<file path="src/rtl/mux_seq_nxw_pkg.sv">
// Shared types and constants for the sequenced N-channel, W-bit output multiplexer.
package mux_seq_pkg;

    typedef enum logic {
        IDLE   = 1'b0,
        ACTIVE = 1'b1
    } state_t;

    localparam logic MODE_MANUAL = 1'b0;
    localparam logic MODE_SCAN   = 1'b1;

endpackage

</file>
<file path="src/rtl/mux_seq_nxw_if.sv">
// Control/data bundle between a producer stage and mux_seq_nxw; the mux is the slave side.
interface mux_seq_nxw_if #(
    parameter int CHANNELS = 4,
    parameter int WIDTH    = 8
);
    localparam int SEL_W = $clog2(CHANNELS);

    logic [CHANNELS*WIDTH-1:0] data_in;
    logic                      mode;
    logic [SEL_W-1:0]          sel;
    logic [CHANNELS-1:0]       ch_en;
    logic                      start;
    logic [WIDTH-1:0]          out_data;
    logic [SEL_W-1:0]          out_ch;
    logic                      out_valid;
    logic                      out_ready;
    logic                      busy;
    logic                      sel_err;

    modport master (
        output data_in, mode, sel, ch_en, start, out_ready,
        input  out_data, out_ch, out_valid, busy, sel_err
    );

    modport slave (
        input  data_in, mode, sel, ch_en, start, out_ready,
        output out_data, out_ch, out_valid, busy, sel_err
    );

endinterface

</file>
<file path="src/rtl/mux_seq_nxw_comb.sv">
// Purely combinational CHANNELS x WIDTH word select; out-of-range indices yield zero.
module mux_nxw_comb #(
    parameter int CHANNELS = 4,
    parameter int WIDTH    = 8,
    localparam int SEL_W   = $clog2(CHANNELS)
) (
    input  logic [CHANNELS*WIDTH-1:0] data_in,
    input  logic [SEL_W-1:0]          idx,
    output logic [WIDTH-1:0]          word
);

    always_comb begin
        word = '0;
        for (int k = 0; k < CHANNELS; k++) begin
            if (idx == SEL_W'(k)) word = data_in[k*WIDTH +: WIDTH];
        end
    end

endmodule

</file>
<file path="src/rtl/mux_seq_nxw.sv">
// Registered N-channel mux with manual/scan sequencing behind a valid/ready output.
// Optional channel mask: define MUX_SEQ_CH_MASK_EN.
module mux_seq_nxw
    import mux_seq_pkg::*;
#(
    parameter int CHANNELS = 4,
    parameter int WIDTH    = 8
) (
    input  logic          clk,
    input  logic          rst,
    mux_seq_nxw_if.slave  bus
);

    localparam int SEL_W = $clog2(CHANNELS);
    localparam logic [SEL_W-1:0] LAST_CH = SEL_W'(CHANNELS - 1);

    state_t             state_q, state_d;
    logic [SEL_W-1:0]   idx_q, idx_d;
    logic [WIDTH-1:0]   out_data_q, out_data_d;
    logic               out_valid_q, out_valid_d;
    logic               busy_q, busy_d;
    logic               sel_err_q, sel_err_d;
    logic               mode_q, mode_d;
    logic               load;
    logic [SEL_W-1:0]   load_idx;
    logic [WIDTH-1:0]   mux_word;
    logic               sel_ok;
    logic               has_next;
    logic [SEL_W-1:0]   next_idx;
`ifdef MUX_SEQ_CH_MASK_EN
    logic [CHANNELS-1:0] ch_en_q, ch_en_d;
    logic                any_en;
    logic [SEL_W-1:0]    first_idx;
`endif

    mux_nxw_comb #(
        .CHANNELS (CHANNELS),
        .WIDTH    (WIDTH)
    ) u_mux (
        .data_in (bus.data_in),
        .idx     (load_idx),
        .word    (mux_word)
    );

    // Legality of the manual select and the next channel to visit in an ongoing sweep.
    always_comb begin
        sel_ok   = 1'b0;
        has_next = 1'b0;
        next_idx = idx_q;
`ifdef MUX_SEQ_CH_MASK_EN
        any_en    = 1'b0;
        first_idx = '0;
        for (int k = CHANNELS - 1; k >= 0; k--) begin
            if (bus.sel == SEL_W'(k) && bus.ch_en[k]) sel_ok = 1'b1;
            if (bus.ch_en[k]) begin
                any_en    = 1'b1;
                first_idx = SEL_W'(k);
            end
            if (ch_en_q[k] && SEL_W'(k) > idx_q) begin
                has_next = 1'b1;
                next_idx = SEL_W'(k);
            end
        end
`else
        for (int k = 0; k < CHANNELS; k++) begin
            if (bus.sel == SEL_W'(k)) sel_ok = 1'b1;
        end
        if (idx_q != LAST_CH) begin
            has_next = 1'b1;
            next_idx = idx_q + SEL_W'(1);
        end
`endif
    end

    always_comb begin
        state_d     = state_q;
        idx_d       = idx_q;
        out_valid_d = out_valid_q;
        sel_err_d   = 1'b0;
        mode_d      = mode_q;
        load        = 1'b0;
        load_idx    = idx_q;
`ifdef MUX_SEQ_CH_MASK_EN
        ch_en_d     = ch_en_q;
`endif
        case (state_q)
            IDLE: begin
                if (bus.start) begin
                    if (bus.mode == MODE_MANUAL) begin
                        if (sel_ok) begin
                            mode_d   = MODE_MANUAL;
                            load     = 1'b1;
                            load_idx = bus.sel;
                        end else begin
                            sel_err_d = 1'b1;
                        end
                    end else begin
                        mode_d = MODE_SCAN;
`ifdef MUX_SEQ_CH_MASK_EN
                        ch_en_d = bus.ch_en;
                        if (any_en) begin
                            load     = 1'b1;
                            load_idx = first_idx;
                        end else begin
                            // Empty mask: spend one busy cycle with nothing to present.
                            state_d = ACTIVE;
                        end
`else
                        load     = 1'b1;
                        load_idx = '0;
`endif
                    end
                end
            end
            ACTIVE: begin
                if (!out_valid_q) begin
                    state_d = IDLE;
                end else if (bus.out_ready) begin
                    if (mode_q == MODE_SCAN && has_next) begin
                        load     = 1'b1;
                        load_idx = next_idx;
                    end else begin
                        out_valid_d = 1'b0;
                        state_d     = IDLE;
                    end
                end
            end
            default: state_d = IDLE;
        endcase
        if (load) begin
            idx_d       = load_idx;
            out_valid_d = 1'b1;
            state_d     = ACTIVE;
        end
        busy_d = (state_d == ACTIVE);
    end

    always_comb begin
        out_data_d = load ? mux_word : out_data_q;
    end

    always_ff @(posedge clk or posedge rst) begin
        if (rst) begin
            state_q     <= IDLE;
            idx_q       <= '0;
            out_data_q  <= '0;
            out_valid_q <= 1'b0;
            busy_q      <= 1'b0;
            sel_err_q   <= 1'b0;
            mode_q      <= MODE_MANUAL;
`ifdef MUX_SEQ_CH_MASK_EN
            ch_en_q     <= '0;
`endif
        end else begin
            state_q     <= state_d;
            idx_q       <= idx_d;
            out_data_q  <= out_data_d;
            out_valid_q <= out_valid_d;
            busy_q      <= busy_d;
            sel_err_q   <= sel_err_d;
            mode_q      <= mode_d;
`ifdef MUX_SEQ_CH_MASK_EN
            ch_en_q     <= ch_en_d;
`endif
        end
    end

    assign bus.out_data  = out_data_q;
    assign bus.out_ch    = idx_q;
    assign bus.out_valid = out_valid_q;
    assign bus.busy      = busy_q;
    assign bus.sel_err   = sel_err_q;

endmodule
</file>
<file path="src/flat_wrapper.sv">
// flat-port wrapper written by rule: the top's interface ports become plain ports
module mux_seq_nxw_flat import mux_seq_pkg::*;
#(
    parameter int CHANNELS = 4,
    parameter int WIDTH    = 8
)
  (clk, rst, bus_data_in, bus_mode, bus_sel, bus_ch_en, bus_start, bus_out_ready, bus_out_data, bus_out_ch, bus_out_valid, bus_busy, bus_sel_err);
  mux_seq_nxw_if #(.CHANNELS(CHANNELS), .WIDTH(WIDTH)) bus_i ();
  input  logic clk;
  input  logic rst;
  input wire logic [$bits(bus_i.data_in)-1:0] bus_data_in;
  input wire logic [$bits(bus_i.mode)-1:0] bus_mode;
  input wire logic [$bits(bus_i.sel)-1:0] bus_sel;
  input wire logic [$bits(bus_i.ch_en)-1:0] bus_ch_en;
  input wire logic [$bits(bus_i.start)-1:0] bus_start;
  input wire logic [$bits(bus_i.out_ready)-1:0] bus_out_ready;
  output wire logic [$bits(bus_i.out_data)-1:0] bus_out_data;
  output wire logic [$bits(bus_i.out_ch)-1:0] bus_out_ch;
  output wire logic [$bits(bus_i.out_valid)-1:0] bus_out_valid;
  output wire logic [$bits(bus_i.busy)-1:0] bus_busy;
  output wire logic [$bits(bus_i.sel_err)-1:0] bus_sel_err;
  assign bus_i.data_in = bus_data_in;
  assign bus_i.mode = bus_mode;
  assign bus_i.sel = bus_sel;
  assign bus_i.ch_en = bus_ch_en;
  assign bus_i.start = bus_start;
  assign bus_i.out_ready = bus_out_ready;
  assign bus_out_data = bus_i.out_data;
  assign bus_out_ch = bus_i.out_ch;
  assign bus_out_valid = bus_i.out_valid;
  assign bus_busy = bus_i.busy;
  assign bus_sel_err = bus_i.sel_err;
  mux_seq_nxw #(.CHANNELS(CHANNELS), .WIDTH(WIDTH)) u_core (.clk(clk), .rst(rst), .bus(bus_i));
endmodule
</file>
<file path="config.mk">
export PLATFORM = sky130hd
export DESIGN_NAME = mux_seq_nxw_flat
export DESIGN_NICKNAME = d
export VERILOG_FILES = /design/src/rtl/mux_seq_nxw_pkg.sv /design/src/rtl/mux_seq_nxw_if.sv /design/src/rtl/mux_seq_nxw_comb.sv /design/src/rtl/mux_seq_nxw.sv /design/src/flat_wrapper.sv
export SDC_FILE = /design/constraint.sdc
export NUM_CORES = 1
export LEC_CHECK = 0
export ABC_AREA = 1
export BUFFER_PORTS_ARGS = -buffer_cell sky130_fd_sc_hd__buf_2
export CAP_MARGIN = 0
export CORE_AREA = 3 3 56 58
export CTS_CLUSTER_SIZE = 40
export DETAILED_ROUTE_END_ITERATION = 16
export DIE_AREA = 0 0 59 61
export GPL_TIMING_DRIVEN = 1
export PLACE_DENSITY = 0.74
export SYNTH_ARGS = -nofsm -noshare
export SYNTH_HDL_FRONTEND = slang
export SYNTH_SLANG_ARGS = --single-unit
</file>
<file path="constraint.sdc">
create_clock -name clk -period 1.6 [get_ports clk]
set_input_delay 0.16 -clock clk [delete_from_list [all_inputs] [get_ports clk]]
set_output_delay 0.16 -clock clk [all_outputs]
set_load 0.02 [all_outputs]
</file>
==> summary.md, run 1 <==
| Metric | Value |
|---|---|
| Status | complete, no violations |
| Power Density | 1760 mW/mm² |
| Crit. Startpoint | u_core.mode_q |
| Worst Path Required | 1.77 ns |
| Pin count of the biggest net entering global routing | 15 |
| Ant diodes | 0 |
| Remaining global-route overflow | 0 |
| Initial antenna violation count | 0 |
| CTS tree | done |
| Max Clk Rate | 673 MHz |
| Mean post-synth cell area | 6.90 µm² |
| Sequential-to-total area share from yosys stat | 0.373 |
| CP most frequent cell | nand2_1 |
| Slew @ Worst Pin | 0.558 ns |
| YS warnings | 0 |
| Max Cap Viol | 0 |
| Synthesized area | 938 µm² |
| Vias in the first global route | 1074 |
| Post-route insts no fill | 222 |
| RSZ-0062 raised after global routing | true |
| NumNets Final | 236 |
| Area grow syn2layout | 35.5% |
| Top cells by area, synth | dfrtp_1 37%, nand2_1 22%, inv_1 7.6% |
| DR iter-0 viols | 21 |
| Slew Limit Fails | 0 |
| DRT Pass-1 Iters | 5 |
| Detailed-route via count | 1052 |
| Number of cells produced by synthesis | 136 |
| Cell Chain, Critical Path | nand2_2 -> nor2_4 -> nand2_1 -> nand2_2 -> nand2_8 -> nor2_2 -> nand2_1 -> nand4_1 -> nand2_1 |
| Initial Util | 0.346 |
| Final Setup Violations | 0 |
| Global-route wire length before repair | 4420 µm |
| Cell variety after synth | 19 |
| Core area | 0.00271 mm² |
| Routed len/inst | 12.1 µm |
| Cell Rows | 19 |
| Global placer's final weighted congestion | 0.855 |
| Worst-skew pair later-pin latency | 0.28 ns |
| Fillers | 281 |
| Final Util | 0.469 |
| DRC violations left | 0 |
| Worst Hold Class | primary input to flop |
| Post-CTS Setup Bufs | 0 |
| Arr. time, crit path | 1.66 ns |
| Critical Path End Type | flop |
| R2R Path Start | u_core.mode_q |
| Die area | 0.00360 mm² |
| Placed insts | 218 |
| Worst vdd ir | 0.000880 V |
| CTS max path bufs | 2 |
| Post-synth EDFFs | 0 |
| Minimum clock period | 1.49 ns |
| Antenna-violating nets left | 0 |
| Clock Skew | 0.00467 ns |
| Synth async-reset ratio | 1.00 |
| Share of cells above drive strength 1 | 0.382 |
| Vias per cell | 4.74 |
| CP Class | flop to flop |
| Post-Syn Nets | 179 |
| CTS buffer count | 3 |
| Max_slew headroom | 0.627 |
| Endpoints failing hold | 0 |
| Period utilization | 0.929 |
| Commonest non-fill, non-tap cell in the layout | nand2_1 |
| Count of boundary I/O pins | 56 |
| Tot GR Track Use | 0.162 |
| Commonest non-fill, non-tap cells in the layout | 54 x nand2_1, 51 x buf_2, 19 x inv_1 |
| Die height | 61 µm |
| CP max stage delay | 0.40 ns |
| Worst setup SP type | flop |
| Post-DP Area | 0.00123 mm² |
| Routed WL | 2680 µm |
| Root buffer cell | clkbuf_4 |
| Final Instance Area | 0.00127 mm² |
| Area share of the largest cell type after synthesis | 0.373 |
| Post-synth top area cell | dfrtp_1 |
| Top FF cell, synth | dfrtp_1 |
| Slowest CP cell | dfrtp_1 |
| LEAKAGE | 0.756 nW |
| IO Port Bufs | 51 |
| Clock transition at path regs | 0.09 ns |
| Post-DP HPWL | 2110 µm |
| FF+latch count, synth | 14 |
| Die width | 59 µm |
| Clk sinks | 14 |
| Setup TNS Final | 0 ns |
| Hold_sp | bus_data_in[26] |
| Htree depth | 1 |
| Worst-path fanout max | 13 |
[final timing paths]
| check | end | slack [ns] | depth (start not counted) |
|---|---|---|---|
| worst min register to register | u_core.bus.out_data[2] | 0.48 | 2 |
| min in group asynchronous | u_core.bus.sel_err | 0.46 | 3 |
| worst max register to register | u_core.bus.out_data[6] | 0.11 | 9 |
| worst min-delay path | u_core.bus.out_data[2] | 0.17 | 5 |
| max in group asynchronous | u_core.state_q | 0.75 | 3 |
| worst max-delay path | u_core.bus.out_data[6] | 0.11 | 9 |
[critical path: cells and delay by family (launching register included)]
kind | cells | cell delay [ns]
AND/OR/NAND/NOR | 9 | 0.97
flip-flops | 1 | 0.40
[metal layers]
| metal | global-route usage | share of wire | vias up |
|---|---|---|---|
| met5 | 0 | 0 | - |
| met4 | 0.0388 | 0.014 | 0 |
| met3 | 0.0532 | 0.099 | 6 |
| met2 | 0.289 | 0.47 | 52 |
| met1 | 0.189 | 0.41 | 455 |
| li1 | - | - | 539 |
[final cells by class]
class                   count  area [µm²]  share of cell area
well taps                  31        38.8              0.0305
flip-flops and latches     14         352               0.277
inverters                  23        93.8              0.0738
multi-input cells          98         492               0.387
clock buffers               3        22.5              0.0177
repair buffers             53         273               0.215
[cells by family (layout without fill, tap and decap cells)]
| family | Yosys count | in the layout | synth area share |
|---|---|---|---|
| other | 1 | 1 | 0.00400 |
| buffers and inverters | 24 | 79 | 0.112 |
| and+or+nand+nor | 86 | 86 | 0.433 |
| AOI/OAI and AO/OA | 11 | 11 | 0.0773 |
| DFF | 14 | 14 | 0.373 |
[timing repair]
item,in CTS,in global routing
gates resized for setup,0,2
hold buffers,1,0
hold endpoints to repair,14,0
endpoints found under the setup margin,0,8
[registers in the layout, indices dropped and copies added (netlist names)]
| name | cells |
|---|---|
| u_core.state_q | 1 |
| u_core.mode_q | 1 |
| u_core.bus.out_valid | 1 |
| u_core.bus.out_ch | 2 |
| u_core.bus.out_data | 8 |
| u_core.bus.sel_err | 1 |
[power by group]
group	internal [W]	total, W	switching [W]	leakage, nW
Combinational	0.000471	0.00138	0.000912	0.570
Sequential	0.000518	0.000643	0.000125	0.172
Clock	0.0000872	0.000207	0.000120	0.0138
Total	0.00108	0.00223	0.00116	0.756
[cells in the mapped netlist (2+ instances only)]
master and count:
inv_2 3, nand2_4 2, inv_1 19, o21ai_0 2, nor2_2 4, dfrtp_1 14
nand2_2 3, o21ai_1 5, nand3_1 13, nand2_1 54, nand4_1 8, nor2_4 2
[per-stage QoR]
stage / worst slack, ns / hold WS [ns] / power, W
3_3_place_gp: 0.124 / 0.225 / 0.00200
2_1_floorplan: 0.137 / 0.0492 / 0.00163
6_report: 0.114 / 0.174 / 0.00223
5_1_grt: -0.0412 / 0.203 / 0.00244
4_1_cts: 0.0688 / 0.171 / 0.00223
3_5_place_dp: 0.103 / 0.249 / 0.00202
No activity file was read; power rests on OpenSTA's default activity.
==> inputs of run 2 (changes only) <==
--- a/config.mk
+++ b/config.mk
@@ -8,12 +8,12 @@
 export ABC_AREA = 1
 export BUFFER_PORTS_ARGS = -buffer_cell sky130_fd_sc_hd__buf_2
 export CAP_MARGIN = 0
-export CORE_AREA = 3 3 56 58
+export CORE_AREA = 3 3 66 68
 export CTS_CLUSTER_SIZE = 40
 export DETAILED_ROUTE_END_ITERATION = 16
-export DIE_AREA = 0 0 59 61
+export DIE_AREA = 0 0 69 71
 export GPL_TIMING_DRIVEN = 1
-export PLACE_DENSITY = 0.74
+export PLACE_DENSITY = 0.58
 export SYNTH_ARGS = -nofsm -noshare
 export SYNTH_HDL_FRONTEND = slang
 export SYNTH_SLANG_ARGS = --single-unit
==> summary.md, run 2 (same netlist as run 1, synthesis figures left out) <==
| Metric | Value |
|---|---|
| Vias per cell | 4.24 (was 4.74) |
| Post-DP HPWL | 2250 µm (was 2110 µm) |
| Pint | 0.00127 W (was 0.00108 W) |
| Die area | 0.00490 mm² (was 0.00360 mm²) |
| Final Hold Slack | 0.214 ns (was 0.174 ns) |
| Clock Skew | 0.00565 ns (was 0.00467 ns) |
| CTS max path bufs | 2 (unchanged) |
| Routed WL | 2820 µm (was 2680 µm) |
| Cell Rows | 23 (was 19) |
| Register-to-register setup slack | 0.1 ns (was 0.11 ns) |
| Critical Path End Type | flop (unchanged) |
| Hold_sp | bus_data_in[26] (unchanged) |
| Worst Hold Class | primary input to flop (unchanged) |
| Antenna-violating nets left | 0 (unchanged) |
| Max_slew headroom | 0.627 (about the same) |
| Vias in the first global route | 976 (was 1074) |
| Max Cap Viol | 0 (unchanged) |
| Slew @ Worst Pin | 0.559 ns (was 0.558 ns) |
| Global placer's final weighted congestion | 0.785 (was 0.855) |
| P_sw | 0.00120 W (was 0.00116 W) |
| Pin count of the biggest net entering global routing | 15 (unchanged) |
| Post-Route M1 WL | 1290 µm (was 1110 µm) |
| Arr. time, crit path | 1.64 ns (was 1.66 ns) |
| Core area | 0.00391 mm² (was 0.00271 mm²) |
| RSZ-0062 raised after global routing | true (unchanged) |
| Clk sinks | 14 (unchanged) |
| Power Density | 1820 mW/mm² (was 1760 mW/mm²) |
| Post-placement setup slack | 0.0822 ns (was 0.103 ns) |
| Ant diodes | 0 (unchanged) |
| LEAKAGE | 0.789 nW (was 0.756 nW) |
| Tot Pwr | 0.00247 W (was 0.00223 W) |
| Commonest non-fill, non-tap cells in the layout | 54 x nand2_1, 51 x buf_2, 19 x inv_1 (unchanged) |
| Tot GR Track Use | 0.113 (was 0.162) |
| Setup ws final | 0.0958 ns (was 0.114 ns) |
| Sequential share of power | 0.258 (was 0.288) |
| Htree depth | 1 (unchanged) |
| Switching share of power | 0.488 (was 0.518) |
| Routed len/inst | 11.5 µm (was 12.1 µm) |
| Die height | 71 µm (was 61 µm) |
| Crit. Startpoint | u_core.bus.out_ch[0] (was u_core.mode_q) |
| CTS tree | done (unchanged) |
| Worst vdd ir | 0.000651 V (was 0.000880 V) |
| Commonest non-fill, non-tap cell in the layout | nand2_1 (unchanged) |
| Status | complete, no violations (unchanged) |
| Die width | 69 µm (was 59 µm) |
| Power share of the clock group | 0.139 (was 0.093) |
| Worst-skew pair later-pin latency | 0.25 ns (was 0.28 ns) |
| CTS buffer count | 3 (unchanged) |
| DRT Pass-1 Iters | 4 (was 5) |
| DR WL met3 | 220 µm (was 266 µm) |
| DR iter-0 viols | 52 (was 21) |
| Global-route wire length before repair | 4540 µm (was 4420 µm) |
| Worst r2r dst | u_core.bus.out_data[0] (was u_core.bus.out_data[6]) |
| Max Used Layer | met3 (was met4) |
| Worst-path fanout max | 5 (was 13) |
| R2R Path Start | u_core.bus.out_ch[0] (was u_core.mode_q) |
| NumNets Final | 239 (was 236) |
| R2R depth | 10 (was 9) |
| Endpoints failing hold | 0 (unchanged) |
| IO Port Bufs | 51 (unchanged) |
| Combinational Power Share | 0.603 (was 0.619) |
| DRC violations left | 0 (unchanged) |
| Worst setup SP type | flop (unchanged) |
| CP Class | flop to flop (unchanged) |
| Remaining global-route overflow | 0 (unchanged) |
| Initial antenna violation count | 0 (unchanged) |
| Worst Path Required | 1.73 ns (was 1.77 ns) |
| Detailed-route via count | 1039 (was 1052) |
| Initial Util | 0.240 (was 0.346) |
| Share of cells above drive strength 1 | 0.395 (was 0.382) |
| Max reg flops | 8 (unchanged) |
| Period utilization | 0.940 (was 0.929) |
| Final Setup Violations | 0 (unchanged) |
| Slew Limit Fails | 0 (unchanged) |
| Area grow syn2layout | 44.9% (was 35.5%) |
| Critical Path Sink | u_core.bus.out_data[0] (was u_core.bus.out_data[6]) |
| Count of boundary I/O pins | 56 (unchanged) |
| Max Clk Rate | 665 MHz (was 673 MHz) |
| WL met2 | 1310 µm (was 1270 µm) |
| Root buffer cell | clkbuf_8 (was clkbuf_4) |
| Clock transition at path regs | 0.06 ns (was 0.09 ns) |
| Minimum clock period | 1.50 ns (was 1.49 ns) |
run 2: worst min-delay path by stage:
stage	to	slack, ns	cells after the start
final	u_core.bus.out_data[2]	0.21	5
after detailed placement	u_core.bus.out_data[1]	0.24	2
after global routing	u_core.mode_q	0.23	3
after global placement	u_core.bus.sel_err	0.23	2
after floorplan	u_core.bus.out_ch[0]	0.05	1
after CTS	u_core.bus.out_data[2]	0.21	5
run 2: worst max-delay path, cell delays in order, from the launching register on:
cell and delay (ns):
dfrtp_1 0.39, nand2_1 0.10, nor2_4 0.10, nor2_2 0.07
o21ai_4 0.24, buf_4 0.16, nor2_4 0.04, nand2_1 0.06
nand4_1 0.10, nand2_1 0.09, nand2_1 0.05
run 2: area by class of cell:
| class | instances | area (µm²) |
|---|---|---|
| Fill cell | 448 | 2550 |
| Multi-Input combinational cell | 98 | 502 |
| Sequential cell | 14 | 352 |
| Timing Repair Buffer | 56 | 295 |
| Inverter | 23 | 93.8 |
| Tap cell | 50 | 62.6 |
| Clock buffer | 4 | 55.1 |
run 2: routing by layer:
metal	vias to the layer above	GRT usage
met2	40	0.188
met5	-	0
met4	0	0.0130
met3	0	0.0398
li1	547	-
met1	452	0.148
run 2: metrics by stage:
stage	cell area (µm²)	setup TNS, ns	utilization	std cells
after floorplan	938	0	-	136
after global placement	1250	0	0.320	237
after detailed placement	1250	0	0.320	237
after CTS	1320	0	0.337	242
after global routing	1360	-0.0313	0.348	245
final	1360	0	0.348	245
run 2: what timing repair did:
action	4_1_cts	5_1_grt
resized for setup	0	4
endpoints found under the hold margin	14	0
setup buffers	0	3
endpoints found under the setup margin	0	8
hold buffers	1	0
run 2: power groups by stage:
stage	Combinational, W	Sequential [W]	Clock, W
after CTS	0.00141	0.000638	0.000354
after global routing	0.00166	0.000660	0.000369
after global placement	0.00138	0.000644	0
after floorplan	0.000816	0.000817	0
after detailed placement	0.00140	0.000640	0
final	0.00149	0.000637	0.000345
